--- src/rtl/spi_ram_pkg.sv ---
// Shared opcode and FSM state definitions for the SPI-to-RAM command controller.
package spi_ram_pkg;

   localparam logic [1:0] CMD_WR_ADDR = 2'b00;
   localparam logic [1:0] CMD_WR_DATA = 2'b01;
   localparam logic [1:0] CMD_RD_ADDR = 2'b10;
   localparam logic [1:0] CMD_RD_DATA = 2'b11;

   typedef enum logic [2:0] {
      ST_IDLE     = 3'd0,
      ST_SPI_ACC  = 3'd1,
      ST_SPI_RDW  = 3'd2,
      ST_HOST_ACC = 3'd3,
      ST_HOST_RDW = 3'd4
   } state_e;

endpackage

--- src/rtl/spi_cmd_capture.sv ---
// Qualifies rx_valid, captures each SPI frame once per pulse and holds the pending RAM command.
module spi_cmd_capture
   import spi_ram_pkg::*;
#(
   parameter int unsigned DATA_WIDTH = 8,
   parameter int unsigned RX_WIDTH   = DATA_WIDTH + 2
) (
   input  logic                  clk,
   input  logic                  rst_n,
   input  logic                  rx_valid_i,
   input  logic [RX_WIDTH-1:0]   rx_data_i,
   input  logic                  clr_i,
   output logic                  cap_valid_c,
   output logic [1:0]            cap_op_c,
   output logic [DATA_WIDTH-1:0] cap_data_c,
   output logic                  pend_o,
   output logic [1:0]            pend_op_o,
   output logic [DATA_WIDTH-1:0] pend_data_o
);

   logic                  rx_seen_q;
   logic                  done_q;
   logic                  pend_q;
   logic [1:0]            pend_op_q;
   logic [DATA_WIDTH-1:0] pend_data_q;
   logic                  cap_acc_c;

   // Capture on the second consecutive high cycle, once per pulse.
   assign cap_valid_c = rx_valid_i && rx_seen_q && !done_q;
   assign cap_op_c    = rx_data_i[RX_WIDTH-1 -: 2];
   assign cap_data_c  = rx_data_i[DATA_WIDTH-1:0];
   assign cap_acc_c   = cap_valid_c && ((cap_op_c == CMD_WR_DATA) || (cap_op_c == CMD_RD_DATA));

   always_ff @(posedge clk or negedge rst_n) begin
      if (!rst_n) begin
         rx_seen_q <= 1'b0;
         done_q    <= 1'b0;
      end else begin
         rx_seen_q <= rx_valid_i;
         done_q    <= rx_valid_i && (done_q || cap_valid_c);
      end
   end

   // A newer RAM command overwrites an unserved one; clear only applies otherwise.
   always_ff @(posedge clk or negedge rst_n) begin
      if (!rst_n) begin
         pend_q      <= 1'b0;
         pend_op_q   <= 2'b00;
         pend_data_q <= '0;
      end else if (cap_acc_c) begin
         pend_q      <= 1'b1;
         pend_op_q   <= cap_op_c;
         pend_data_q <= cap_data_c;
      end else if (clr_i) begin
         pend_q      <= 1'b0;
      end
   end

   assign pend_o      = pend_q;
   assign pend_op_o   = pend_op_q;
   assign pend_data_o = pend_data_q;

endmodule

--- src/rtl/spi_ram_ctrl.sv ---
// SPI command controller sharing one single-port RAM with a host port; SPI has fixed priority.
module spi_ram_ctrl
   import spi_ram_pkg::*;
#(
   parameter int unsigned MEM_DEPTH  = 256,
   parameter int unsigned ADDR_SIZE  = 8,
   parameter int unsigned DATA_WIDTH = 8,
   parameter int unsigned RX_WIDTH   = DATA_WIDTH + 2
) (
   input  logic                  clk,
   input  logic                  rst_n,
   input  logic                  rx_valid,
   input  logic [RX_WIDTH-1:0]   rx_data,
   output logic                  tx_valid,
   output logic [DATA_WIDTH-1:0] tx_data,
   input  logic                  host_req,
   input  logic                  host_we,
   input  logic [ADDR_SIZE-1:0]  host_addr,
   input  logic [DATA_WIDTH-1:0] host_wdata,
   output logic                  host_gnt,
   output logic                  host_rvalid,
   output logic [DATA_WIDTH-1:0] host_rdata,
   output logic                  mem_en,
   output logic                  mem_we,
   output logic [ADDR_SIZE-1:0]  mem_addr,
   output logic [DATA_WIDTH-1:0] mem_wdata,
   input  logic [DATA_WIDTH-1:0] mem_rdata
);

   state_e                state_q, state_d;
   logic [ADDR_SIZE-1:0]  wr_addr_q, rd_addr_q;
   logic                  mem_en_q, mem_en_d, mem_we_q, mem_we_d, host_gnt_q, host_gnt_d;
   logic [ADDR_SIZE-1:0]  mem_addr_q, mem_addr_d;
   logic [DATA_WIDTH-1:0] mem_wdata_q, mem_wdata_d;
   logic                  tx_valid_q, host_rvalid_q;
   logic [DATA_WIDTH-1:0] tx_data_q, host_rdata_q;

   logic                  cap_valid_c, pend, pend_clr_c;
   logic [1:0]            cap_op_c, pend_op;
   logic [DATA_WIDTH-1:0] cap_data_c, pend_data;
   logic                  spi_fresh_c, spi_req_c;
   logic [1:0]            spi_op_c;
   logic [DATA_WIDTH-1:0] spi_data_c;

   function automatic logic [ADDR_SIZE-1:0] addr_inc(input logic [ADDR_SIZE-1:0] a);
      return (a == ADDR_SIZE'(MEM_DEPTH - 1)) ? '0 : a + ADDR_SIZE'(1);
   endfunction

   spi_cmd_capture #(.DATA_WIDTH(DATA_WIDTH), .RX_WIDTH(RX_WIDTH)) u_capture (
      .clk         (clk),
      .rst_n       (rst_n),
      .rx_valid_i  (rx_valid),
      .rx_data_i   (rx_data),
      .clr_i       (pend_clr_c),
      .cap_valid_c (cap_valid_c),
      .cap_op_c    (cap_op_c),
      .cap_data_c  (cap_data_c),
      .pend_o      (pend),
      .pend_op_o   (pend_op),
      .pend_data_o (pend_data)
   );

   // A RAM command captured this cycle is served immediately, ahead of the host.
   assign spi_fresh_c = cap_valid_c && ((cap_op_c == CMD_WR_DATA) || (cap_op_c == CMD_RD_DATA));
   assign spi_req_c   = spi_fresh_c || pend;
   assign spi_op_c    = spi_fresh_c ? cap_op_c : pend_op;
   assign spi_data_c  = spi_fresh_c ? cap_data_c : pend_data;

   always_ff @(posedge clk or negedge rst_n) begin
      if (!rst_n) begin
         state_q     <= ST_IDLE;
         mem_en_q    <= 1'b0;
         mem_we_q    <= 1'b0;
         mem_addr_q  <= '0;
         mem_wdata_q <= '0;
         host_gnt_q  <= 1'b0;
      end else begin
         state_q     <= state_d;
         mem_en_q    <= mem_en_d;
         mem_we_q    <= mem_we_d;
         mem_addr_q  <= mem_addr_d;
         mem_wdata_q <= mem_wdata_d;
         host_gnt_q  <= host_gnt_d;
      end
   end

   // RAM port outputs are decoded from the next state so they are registered in the access state.
   always_comb begin
      state_d     = state_q;
      mem_en_d    = 1'b0;
      mem_we_d    = 1'b0;
      mem_addr_d  = mem_addr_q;
      mem_wdata_d = mem_wdata_q;
      host_gnt_d  = 1'b0;
      pend_clr_c  = 1'b0;
      unique case (state_q)
         ST_IDLE: begin
            if (spi_req_c) begin
               state_d     = ST_SPI_ACC;
               mem_en_d    = 1'b1;
               mem_we_d    = (spi_op_c == CMD_WR_DATA);
               mem_addr_d  = mem_we_d ? wr_addr_q : rd_addr_q;
               mem_wdata_d = spi_data_c;
            end else if (host_req && !cap_valid_c) begin
               state_d     = ST_HOST_ACC;
               mem_en_d    = 1'b1;
               mem_we_d    = host_we;
               mem_addr_d  = host_addr;
               mem_wdata_d = host_wdata;
               host_gnt_d  = 1'b1;
            end
         end
         ST_SPI_ACC: begin
            pend_clr_c = 1'b1;
            state_d    = mem_we_q ? ST_IDLE : ST_SPI_RDW;
         end
         ST_SPI_RDW:  state_d = ST_IDLE;
         ST_HOST_ACC: state_d = mem_we_q ? ST_IDLE : ST_HOST_RDW;
         ST_HOST_RDW: state_d = ST_IDLE;
         default:     state_d = ST_IDLE;
      endcase
   end

   // Address pointers: a captured address load takes precedence over post-access increment.
   always_ff @(posedge clk or negedge rst_n) begin
      if (!rst_n) begin
         wr_addr_q <= '0;
         rd_addr_q <= '0;
      end else begin
         if (cap_valid_c && (cap_op_c == CMD_WR_ADDR))
            wr_addr_q <= ADDR_SIZE'(cap_data_c);
         else if ((state_q == ST_SPI_ACC) && mem_we_q)
            wr_addr_q <= addr_inc(wr_addr_q);
         if (cap_valid_c && (cap_op_c == CMD_RD_ADDR))
            rd_addr_q <= ADDR_SIZE'(cap_data_c);
         else if ((state_q == ST_SPI_ACC) && !mem_we_q)
            rd_addr_q <= addr_inc(rd_addr_q);
      end
   end

   always_ff @(posedge clk or negedge rst_n) begin
      if (!rst_n) begin
         tx_valid_q    <= 1'b0;
         tx_data_q     <= '0;
         host_rvalid_q <= 1'b0;
         host_rdata_q  <= '0;
      end else begin
         if (state_q == ST_SPI_RDW) begin
            tx_data_q  <= mem_rdata;
            tx_valid_q <= 1'b1;
         end else if (cap_valid_c) begin
            tx_valid_q <= 1'b0;
         end
         host_rvalid_q <= (state_q == ST_HOST_RDW);
         if (state_q == ST_HOST_RDW)
            host_rdata_q <= mem_rdata;
      end
   end

   assign tx_valid    = tx_valid_q;
   assign tx_data     = tx_data_q;
   assign host_gnt    = host_gnt_q;
   assign host_rvalid = host_rvalid_q;
   assign host_rdata  = host_rdata_q;
   assign mem_en      = mem_en_q;
   assign mem_we      = mem_we_q;
   assign mem_addr    = mem_addr_q;
   assign mem_wdata   = mem_wdata_q;

endmodule
--- config.mk ---
export PLATFORM = sky130hd
export DESIGN_NAME = spi_ram_ctrl
export DESIGN_NICKNAME = d
export VERILOG_FILES = /design/src/rtl/spi_ram_pkg.sv /design/src/rtl/spi_cmd_capture.sv /design/src/rtl/spi_ram_ctrl.sv
export SDC_FILE = /design/constraint.sdc
export NUM_CORES = 1
export LEC_CHECK = 0
export BUFFER_PORTS_ARGS = -buffer_cell sky130_fd_sc_hd__buf_2
export CAP_MARGIN = 25
export CORE_MARGIN = 2
export CORE_UTILIZATION = 45
export CTS_CLUSTER_DIAMETER = 60
export DETAILED_ROUTE_END_ITERATION = 10
export PLACE_DENSITY = 0.69
export SETUP_SLACK_MARGIN = 0.4
export SLEW_MARGIN = 40
export SYNTH_ARGS = -nofsm -noshare
export SYNTH_HDL_FRONTEND = slang
export SYNTH_HIERARCHICAL = 1
export SYNTH_SLANG_ARGS = --single-unit
--- constraint.sdc ---
create_clock -name clk -period 2 [get_ports clk]
set_input_delay 0.3 -clock clk [delete_from_list [all_inputs] [get_ports clk]]
set_output_delay 0.3 -clock clk [all_outputs]
set_load 0.02 [all_outputs]
### Yosys cells after proc, flatten, opt, wreduce, memory -nomap -nowiden

Index checks and enable logic that the tools add are counted.

* $add $sub $neg: 2
* equality and inequality tests: 11
* mux-type cells: 31
* reductions and logical operators: 23

Operators with widths (number)
* 8-bit two-way mux: 12
* 8-bit by 1-bit adder with 8-bit output (second input constant): 2
* 8-bit == test (second input constant): 2
* 1-bit two-way mux: 13
* 2-bit nonzero test: 5
* 1-bit logical AND: 9
* 3-bit two-way mux: 3
* 3-bit case mux with 3 select lines: 1
* 3-bit by 2-bit == test with 1-bit output (second input constant): 2
* 2-bit by 1-bit == test with 1-bit output (second input constant): 2
* 2-bit == test (second input constant): 2
* 2-bit two-way mux: 2
* 3-bit by 1-bit == test with 1-bit output (second input constant): 1
* 3-bit == test (second input constant): 1
* 1-bit zero test: 3
* 3-bit zero test: 1
* 1-bit logical OR: 3
* 3-bit inequality test (second input constant): 1
* 2-bit zero test: 1
* 2-bit AND reduction: 1

* flip-flop bits (word level): 69
* bits of input ports: 39
* output and inout bits: 37
* logic and storage cells: 84

### Depth between registers and ports, before layout

Gate-level depths: netlist (run 1).

* depth after elaboration: 7
* gate-level depth with buffers: 7
* mapped depth without buffers: 6

### Modules after synthesis

The synthesis (run 1) kept the hierarchy.

Modules (own cells, without submodules)
* spi_ram_ctrl: instances 1, cells an instance 301, area an instance 2980.4 um^2, seq. area each 1401.3 um^2
* spi_cmd_capture: instances 1, cells an instance 40, area an instance 598.1 um^2, seq. area each 325.3 um^2

### Least setup slack after synthesis (run 1)

No wires, ideal clock.

* path type: register -> register
* from: register mem_we_q, in the netlist mem_we
* to: register rd_addr_q[5]
* library setup time: 134 ps
* data arrival time: 1542 ps
* data required time: 1866 ps
* setup slack: 324 ps
* stages on the path, launching flop included: 5
* path buffers: 1
* period minus slack after synthesis: 1676 ps
* cell sequence: dfrtp_1 or4b_1 buf_2 a2111oi_0 nor3_1

* word-level cells in the longest chain between the ends: 3

RTL lines
* start: declaration: RTL line spi_ram_ctrl.sv:32 `logic mem_en_q, mem_en_d, mem_we_q, mem_we_d, host_gnt_q, host_gnt_d;`
* start signal: assignment: RTL line spi_ram_ctrl.sv:80 `mem_we_q <= mem_we_d;`
* 1-bit zero test: RTL line spi_ram_ctrl.sv:136 `else if ((state_q == ST_SPI_ACC) && !mem_we_q)`
* 1-bit logical AND: RTL line spi_ram_ctrl.sv:136
* 2-bit nonzero test (no source line)
* end signal: assignment: RTL line spi_ram_ctrl.sv:135 `rd_addr_q <= ADDR_SIZE'(cap_data_c);`
* end signal: assignment: RTL line spi_ram_ctrl.sv:137 `rd_addr_q <= addr_inc(rd_addr_q);`
* end: declaration: RTL line spi_ram_ctrl.sv:31 `logic [ADDR_SIZE-1:0] wr_addr_q, rd_addr_q;`

No other way between the ends.
A chain may end at the register's enable or synchronous reset.

### Worst setup path after layout (run 1)

* from: register state_q[1]
* to: register mem_addr_q[0], in the netlist mem_addr[0]

* word-level cells in the longest chain between the ends: 2

RTL lines
* start: declaration: RTL line spi_ram_ctrl.sv:30 `state_e state_q, state_d;`
* start signal: assignment: RTL line spi_ram_ctrl.sv:78 `state_q <= state_d;`
* 3-bit zero test: RTL line spi_ram_ctrl.sv:96 `unique case (state_q)`
* 2-bit AND reduction (no source line)
* end signal: assignment: RTL line spi_ram_ctrl.sv:81 `mem_addr_q <= mem_addr_d;`
* end: declaration: RTL line spi_ram_ctrl.sv:33 `logic [ADDR_SIZE-1:0] mem_addr_q, mem_addr_d;`

No other way between the ends.

==> results.sh, run 1 <==
export IMPL_outcome="finished clean"
export IMPL_rows=32
export IMPL_tightest_slew_ns=0.388
export IMPL_finalHoldViolations=0
export IMPL_multi_input_area_mm2=0.00176
export IMPL_diodes=0
export IMPL_met2_usage_pct=30.1
export IMPL_critPathLaunch="state_q[1]"
export IMPL_grt_use_total_pct=19.6
export IMPL_layout_commonest_cell="buf_2"
export IMPL_switching_share_pct=40.1
export IMPL_vdd_drop_max_mv=0.701
export IMPL_setup_worst_path_start_class="flop"
export IMPL_area_growth_synth_to_final_pct=23.4
export IMPL_clk_pin_slew_ns=0.08
export IMPL_async_flop_share_pct=100
export IMPL_netlist_area_mm2=0.00358
export IMPL_period_share_pct=81.1
export IMPL_dp_hpwl_um=5730
export IMPL_fin_setup_tns_ns=0
export IMPL_combinationalPowerShare_pct=42.6
export IMPL_regToRegSetupSlack_ns=0.38
export IMPL_clock_sinks=69
export IMPL_power_internal_mw=3.95
export IMPL_drcViolationCount=0
export IMPL_layout_common_cells="76 x buf_2, 65 x dfrtp_1, 46 x nand2_1"
export IMPL_hp_start="rx_valid"
export IMPL_yosys_area_top_type="dfrtp_1"
export IMPL_clock_path_buffers=2
export IMPL_vias_per_cell=5.46
export IMPL_final_seq_area_mm2=0.00173
export IMPL_synth_ff_type="dfrtp_1"
export IMPL_slew_violations=0
export IMPL_postSynthCellCount=341
export IMPL_synth_seq_cells=69
export IMPL_drt_first_pass_iters=4
export IMPL_synth_cell_types=47
export IMPL_use_met3_pct=2.74
export IMPL_p_sw_mw=2.65
export IMPL_final_layout_size_suffix_gt1_share_pct=39.6
export IMPL_max_freq_mhz=617
export IMPL_grt_use_met1_pct=27.7
export IMPL_die_y_um=93.2
export IMPL_synth_nets=382
export IMPL_hold_path_class="primary input to flop"
export IMPL_grt_pass1_wl_um=13200
export IMPL_synth_edf_count=0
export IMPL_cts_buffers=9
export IMPL_fin_skew_ns=0.0103
export IMPL_path_class="flop to flop"
export IMPL_start_util_pct=46.3
export IMPL_slew_headroom_pct=74.0
export IMPL_layout_min_cycle_time_ns=1.62
export IMPL_yosys_warnings=6
export IMPL_timing_rr_start="state_q[1]"
export IMPL_crit_path_end_kind="flop"
export IMPL_power_mw=6.61
export IMPL_grt_busiest_layer="met2"
export IMPL_setup_viol=0
export IMPL_h_tree_depth=3
export IMPL_antenna_found_initial=0
export IMPL_synth_top_area_share_pct=48.3
export IMPL_grt_pass1_vias=2698
export IMPL_vias=2859
export IMPL_nets=458
export IMPL_gp_congestion=0.937
export IMPL_fin_hold_ws_ns=0.117
export IMPL_cellLeakagePower_nw=2.00
export IMPL_p_clk_share_pct=19.5
export IMPL_die_area_mm2=0.00868
export IMPL_worstSkewPairLatency_ns=0.36
export IMPL_wire_per_inst_um=16.0
export IMPL_io_pin_count=76
export IMPL_cp_required_ns=2.28
export IMPL_final_antenna_net_count=0
export IMPL_io_buffers=75
export IMPL_seqPwrFrac_pct=37.8
export IMPL_die_x_um=93.2
export IMPL_syn_area_per_cell_um2=10.5
export IMPL_globalRouteOverflowTotal=0
export IMPL_dp_slack_ns=0.234
export IMPL_root_buffer="clkbuf_8"
export IMPL_nFillCells=669
export IMPL_synth_area_leaders="dfrtp_1 48%, mux2_2 8.5%, nand2_1 4.9%"
export IMPL_dr_first_iter_drc_count=178
export IMPL_routed_wl_um=8380
export IMPL_rsz0062_at_grt="yes"
export IMPL_fin_ws_ns=0.379
export IMPL_cts_tree="built"
export IMPL_power_density_mw_per_mm2=1500
export IMPL_yosysSeqAreaShare_pct=48.3
export IMPL_grt_start_max_net_pins=70
export IMPL_crit_path_max_fanout=14
export IMPL_drv_cap=0
export IMPL_cp_data_arrival_time_ns=1.90
export IMPL_core_area_mm2=0.00773
-- metal layers --
metal | vias to the layer above | wire length (um)
met4 | 0 | 180
met1 | 1398 | 3900
met5 | - | 0
met3 | 13 | 353
met2 | 84 | 3950
li1 | 1364 | -
-- per-stage QoR --
stage                     utilization [%]  std cells  area, um2
after global placement               51.8        499       4000
final                                57.1        524       4420
after detailed placement             51.8        499       4000
after global routing                 57.1        524       4420
after CTS                            55.4        520       4280
after floorplan                         -        341       3580
-- flip-flops by register name (all words and copies together) (netlist names), 2 cells and up --
name	cells
tx_data	8
wr_addr_q	8
host_rdata	8
u_capture/pend_op_o	2
mem_wdata	8
state_q	3
mem_addr	8
u_capture/pend_data_o	8
rd_addr_q	8
-- synth_stat cells, drive strengths merged (3+ instances only) --
master / count
nor3b: 5
mux2i: 17
buf: 17
a21oi: 5
nand3: 5
and3: 4
mux2: 35
o21a: 3
a31o: 3
nand4: 6
nor2b: 10
clkbuf: 12
inv: 4
nor3: 4
nor2: 16
o21ai: 32
nand2: 47
a31oi: 17
xor2: 6
dfrtp: 69
-- worst paths after layout --
check	endpoint	depth (start not counted)
setup / recovery	mem_addr[0]	4
max in group asynchronous	state_q[2]	3
hold / removal	u_capture/rx_seen_q	1
hold reg to reg	u_capture/pend_op_o[0]	1
min in group asynchronous	rd_addr_q[4]	3
setup reg to reg	mem_addr[0]	4
-- final cells by class --
| cell class | count | area share [%] |
|---|---|---|
| clock inverters | 7 | 2.24 |
| clock buffers | 9 | 2.81 |
| flip-flops and latches | 69 | 39.2 |
| multi-input cells | 238 | 39.8 |
| inverters | 6 | 0.538 |
| well taps | 102 | 2.89 |
| repair buffers | 93 | 12.5 |
-- power by group through the flow --
stage	clock network (mW)	logic, mW	registers, mW
2_1_floorplan	0	1.54	2.79
4_1_cts	1.31	2.68	2.49
6_report	1.29	2.81	2.50
3_3_place_gp	0	2.59	2.49
3_5_place_dp	0	2.63	2.51
5_1_grt	1.37	3.07	2.59
-- worst max-delay path: stages (launching register included) --
cell     delay, ns
dfrtp_2       0.46
or3_1         0.48
a31o_4        0.31
nor2b_1       0.15
a31oi_1       0.13
-- cells by family after synthesis --
family	share of synthesized area [%]
simple gates	15.8
compound gates	11.8
flops	48.3
mux	16.6
buf+inv	5.35
xor+xnor	1.47
fa+ha+maj	0.699
-- repair_timing --
| item | in CTS | in global routing |
|---|---|---|
| setup buffers | 4 | 2 |
| pin swaps | 4 | 6 |
| cloned | 0 | 2 |
| hold endpoints to repair | 69 | 0 |
| hold buffers | 1 | 0 |
| resized for setup | 5 | 21 |
| setup endpoints to repair | 14 | 34 |
No activity file was read; power rests on OpenSTA's default activity.
==> inputs of run 2 (changes only) <==
- clock period: 2 -> 1.6 ns (I/O delays scaled with it)
==> run 2 against run 1 <==
Compared with the run above:
- sequential share of layout area is 5.3 points lower
- via count up 8.0%
- total power grew 42%
- clock-buffer cell count up 1
- flip-flop and latch count is the same
- worst hold slack better by 0.023 ns
- combinational power is 67% higher
- global-route usage up 3.5 points
- die area is the same
- final cell count increased by 6.7%
- clock skew decreased by 0.0019 ns
==> results.sh, run 2 (same netlist as run 1, synthesis figures left out) <==
export IMPL_outcome="finished clean"
export IMPL_dp_cells=517
export IMPL_max_freq_mhz=635
export IMPL_crit_path_max_fanout=8
export IMPL_vias=3087
export IMPL_slew_headroom_pct=73.1
export IMPL_crit_path_end_kind="flop"
export IMPL_period_share_pct=98.5
export IMPL_core_area_mm2=0.00773
export IMPL_finalHoldViolations=0
export IMPL_power_density_mw_per_mm2=1830
export IMPL_routed_wl_um=9940
export IMPL_die_area_mm2=0.00868
export IMPL_clock_path_buffers=2
export IMPL_globalRouteOverflowTotal=0
export IMPL_cp_required_ns=1.82
export IMPL_dr_first_iter_drc_count=151
export IMPL_drcViolationCount=0
export IMPL_io_pin_count=76
export IMPL_cts_tree="built"
export IMPL_vias_per_cell=5.52
export IMPL_grt_pass1_vias=3056
export IMPL_h_tree_depth=3
export IMPL_antenna_found_initial=0
export IMPL_layout_common_cells="71 x buf_2, 62 x dfrtp_1, 40 x nand2_1"
export IMPL_rsz0062_at_grt="yes"
export IMPL_slew_violations=0
export IMPL_fin_skew_ns=0.00838
export IMPL_area_growth_synth_to_final_pct=43.0
export IMPL_final_layout_size_suffix_gt1_share_pct=52.1
export IMPL_dp_hpwl_um=6120
export IMPL_vdd_drop_max_mv=1.04
export IMPL_hold_path_class="primary input to flop"
export IMPL_fin_area_mm2=0.00512
export IMPL_cp_data_arrival_time_ns=1.80
export IMPL_cellLeakagePower_nw=2.39
export IMPL_die_y_um=93.2
export IMPL_start_util_pct=46.3
export IMPL_tightest_slew_ns=0.403
export IMPL_die_x_um=93.2
export IMPL_cts_buffers=9
export IMPL_setup_worst_path_start_class="flop"
export IMPL_drt_first_pass_iters=4
export IMPL_power_mw=9.37
export IMPL_worstSkewPairLatency_ns=0.35
export IMPL_dpl_instance_area_mm2=0.00423
export IMPL_setup_viol=0
export IMPL_wire_per_inst_um=17.8
export IMPL_clock_sinks=69
export IMPL_fin_util_pct=66.2
export IMPL_fin_ws_ns=0.0243
export IMPL_diodes=0
export IMPL_fin_hold_ws_ns=0.140
export IMPL_rows=32
export IMPL_drv_cap=0
export IMPL_layout_min_cycle_time_ns=1.58
export IMPL_root_buffer="clkbuf_8"
export IMPL_io_buffers=75
export IMPL_fin_cells=559
export IMPL_dp_slack_ns=-0.0750
export IMPL_path_class="flop to flop"
export IMPL_nets=493
export IMPL_grt_pass1_wl_um=15500
export IMPL_layout_commonest_cell="buf_2"
export IMPL_gp_congestion=0.895
export IMPL_grt_use_total_pct=23.1
export IMPL_final_antenna_net_count=0
export IMPL_grt_start_max_net_pins=32
export IMPL_clk_pin_slew_ns=0.08
export IMPL_fin_setup_tns_ns=0
## run 2: cell types whose count changed in the layout (fill, tap and decap cells not counted), moves of 4 or more
| cell | change |
|---|---|
| mux2_4 | +18 |
| nor2b_1 | -7 |
| mux2_2 | -18 |
| o21ai_1 | +15 |
| nor2b_4 | +7 |
| buf_4 | +11 |
| buf_2 | -5 |
| buf_6 | +25 |
| nand2_2 | +4 |
| nand2_1 | -6 |
| o21ai_0 | -20 |
| o21ai_2 | +5 |
## run 2: path summary, 6_finish.rpt
| kind | cells past startpoint | end | start | slack (ns) |
|---|---|---|---|---|
| worst min-delay path | 2 | tx_data[7] | mem_rdata[7] | 0.14 |
| worst max-delay path | 3 | rd_addr_q[7] | state_q[1] | 0.02 |
| worst max register to register | 3 | rd_addr_q[7] | state_q[1] | 0.02 |
| max in group asynchronous | 3 | wr_addr_q[1] | rst_n | 0.81 |
| min in group asynchronous | 2 | mem_en | rst_n | 0.31 |
| worst min register to register | 1 | u_capture/pend_op_o[0] | u_capture/pend_op_o[0] | 0.47 |
## run 2: critical path: stages, from the launching register on
cell and delay [ns]:
dfrtp_2 0.47, or4b_4 0.58, nor4_2 0.29, o31ai_1 0.12
## run 2: timing repair
action | CTS | global route
hold endpoints to repair | 9 | 0
gates resized for setup | 60 | 70
pin swaps | 14 | 12
setup buffers | 14 | 6
endpoints found under the setup margin | 64 | 68
hold buffers | 1 | 0
cloned | 5 | 0
## run 2: final cells by class
cell class                 instances  area (um2)
clock buffer                      10         138
timing repair buffer             126         921
tap                              102         128
inverter                           6        30.0
fill                             571        2610
multi-input combinational        240        2100
sequential                        69        1740
clock inverter                     6        62.6
## run 2: layer usage
| layer | share of wire [%] | wire length (um) | global-route usage (%) | vias to the layer above |
|---|---|---|---|---|
| li1 | - | - | - | 1445 |
| met3 | 6.0 | 598 | 5.16 | 12 |
| met1 | 44 | 4370 | 31.8 | 1532 |
| met5 | 0 | 0 | 0 | - |
| met2 | 49 | 4870 | 37.1 | 98 |
| met4 | 1.0 | 104 | 6.37 | 0 |
## run 2: power by group
| part | switching [mW] | internal (mW) | total (mW) |
|---|---|---|---|
| clock network | 0.698 | 0.760 | 1.46 |
| logic | 2.36 | 2.34 | 4.70 |
| registers | 0.723 | 2.49 | 3.21 |
==> inputs of run 3 (changes only) <==
- CELL_PAD_IN_SITES_DETAIL_PLACEMENT: default -> 1
- CELL_PAD_IN_SITES_GLOBAL_PLACEMENT: default -> 1
- CORE_UTILIZATION: 45 -> 42
- PLACE_DENSITY: 0.69 -> 0.8
==> run 3 against run 2 <==
Compared with the run above:
- flip-flop and latch count unchanged
- via count increased by 11%
- largest cell class unchanged
- register-to-register slack worse by 0.08 ns
- sequential share of layout area grew 0.53 points
- combinational power increased by 12%
- critical path type unchanged
- the flow now finishes with violations (setup timing)
- die area is 6.8% higher
- clock power increased by 28%
==> results.sh, run 3 (same netlist as run 1, synthesis figures left out) <==
export IMPL_drv_cap=0
export IMPL_layout_commonest_cell="buf_2"
export IMPL_gp_congestion=0.886
export IMPL_layout_min_cycle_time_ns=1.66
export IMPL_power_density_mw_per_mm2=2060
export IMPL_cp_data_arrival_time_ns=1.90
export IMPL_drcViolationCount=0
export IMPL_clock_path_buffers=2
export IMPL_vias=3423
export IMPL_final_antenna_net_count=0
export IMPL_io_pin_count=76
export IMPL_violations="setup timing"
export IMPL_globalRouteOverflowTotal=0
export IMPL_wire_per_inst_um=24.6
export IMPL_grt_pass1_vias=3504
export IMPL_start_util_pct=43.3
export IMPL_setup_viol=3
export IMPL_h_tree_depth=3
export IMPL_nets=496
export IMPL_cellLeakagePower_nw=2.34
export IMPL_path_class="flop to flop"
export IMPL_drt_first_pass_iters=5
export IMPL_outcome="finished, violations left"
export IMPL_cts_tree="built"
export IMPL_fin_ws_ns=-0.0551
export IMPL_cp_required_ns=1.85
export IMPL_dp_hpwl_um=7510
export IMPL_rsz0062_at_grt="yes"
export IMPL_grt_pass1_wl_um=19100
export IMPL_layout_common_cells="71 x buf_2, 63 x dfrtp_1, 39 x buf_4"
export IMPL_cts_buffers=9
export IMPL_final_layout_size_suffix_gt1_share_pct=52.8
export IMPL_max_freq_mhz=604
export IMPL_slew_violations=0
export IMPL_die_y_um=96.3
export IMPL_dr_first_iter_drc_count=216
export IMPL_finalHoldViolations=0
export IMPL_vdd_drop_max_mv=0.777
export IMPL_crit_path_end_kind="flop"
export IMPL_root_buffer="clkbuf_8"
export IMPL_tightest_slew_ns=0.439
export IMPL_fin_skew_ns=0.0136
export IMPL_die_area_mm2=0.00927
export IMPL_power_mw=10.4
export IMPL_antenna_found_initial=0
export IMPL_vias_per_cell=6.06
export IMPL_rows=33
export IMPL_fin_area_mm2=0.00503
export IMPL_crit_path_max_fanout=7
export IMPL_slew_headroom_pct=70.7
export IMPL_dpl_instance_area_mm2=0.00424
export IMPL_core_area_mm2=0.00826
export IMPL_grt_use_total_pct=27.7
export IMPL_clock_sinks=69
export IMPL_worstSkewPairLatency_ns=0.35
export IMPL_hold_path_class="primary input to flop"
export IMPL_routed_wl_um=13900
export IMPL_period_share_pct=103
export IMPL_area_growth_synth_to_final_pct=40.7
export IMPL_io_buffers=75
export IMPL_setup_worst_path_start_class="flop"
export IMPL_die_x_um=96.3
export IMPL_clk_pin_slew_ns=0.08
export IMPL_grt_start_max_net_pins=70
export IMPL_diodes=0
run 3: power breakdown:
part | internal [mW] | switching [mW] | total, mW
clock | 1.12 | 0.745 | 1.87
sequential | 2.49 | 0.754 | 3.24
combinational | 2.40 | 2.86 | 5.26
run 3: cell type report:
type                       instances  area (um2)
clock buffer                      11         151
inverter                           6        27.5
timing repair buffer             128         858
tap                              105         131
multi-input combinational        241        2020
sequential                        69        1730
clock inverter                     5         106
fill                             904        3220
run 3: critical path: stages, from the launching register on:
cell     delay (ns)
dfrtp_2        0.45
or3_4          0.47
a31o_4         0.29
nor2b_4        0.15
a31oi_1        0.19
run 3: what timing repair did:
item                                   4_1_cts  5_1_grt
endpoints found under the hold margin       69        0
hold buffers                                 1        0
buffers inserted                             7       13
gates resized for setup                     35       58
setup endpoints to repair                   64       68
gates cloned                                 4        1
pin swaps                                    8        7
run 3: path summary, 6_finish.rpt:
path	from	to	slack, ns	depth (start not counted)
setup / recovery	state_q[0]	mem_addr[6]	-0.06	4
hold / removal	mem_rdata[5]	host_rdata[5]	0.14	2
setup reg to reg	state_q[0]	mem_addr[6]	-0.06	4
max in group asynchronous	rst_n	wr_addr_q[1]	0.80	3
min in group asynchronous	rst_n	host_rdata[0]	0.45	3
hold reg to reg	mem_wdata[1]	mem_wdata[1]	0.50	2
run 3: stage by stage:
step | utilization, % | setup slack (ns) | instances | TNS (ns) | hold WS, ns
final | 61.0 | -0.0551 | 565 | -0.0634 | 0.144
after global routing | 61.0 | -0.104 | 565 | -0.439 | 0.138
after CTS | 57.5 | 0.0318 | 551 | 0 | 0.126
after detailed placement | 51.4 | -0.0827 | 523 | -0.462 | 0.296
after global placement | 51.4 | -0.0147 | 523 | -0.0147 | 0.291
after floorplan | - | -0.00161 | 341 | -0.00161 | -0.0556
run 3: layer usage:
layer  vias to the layer above  global-route usage, %  wire, um
met4                         0                   10.3       487
met5                         -                      0         0
met1                      1755                   35.0      5600
met2                       173                   47.3      6990
met3                        48                   5.17       799
li1                       1447                      -         -
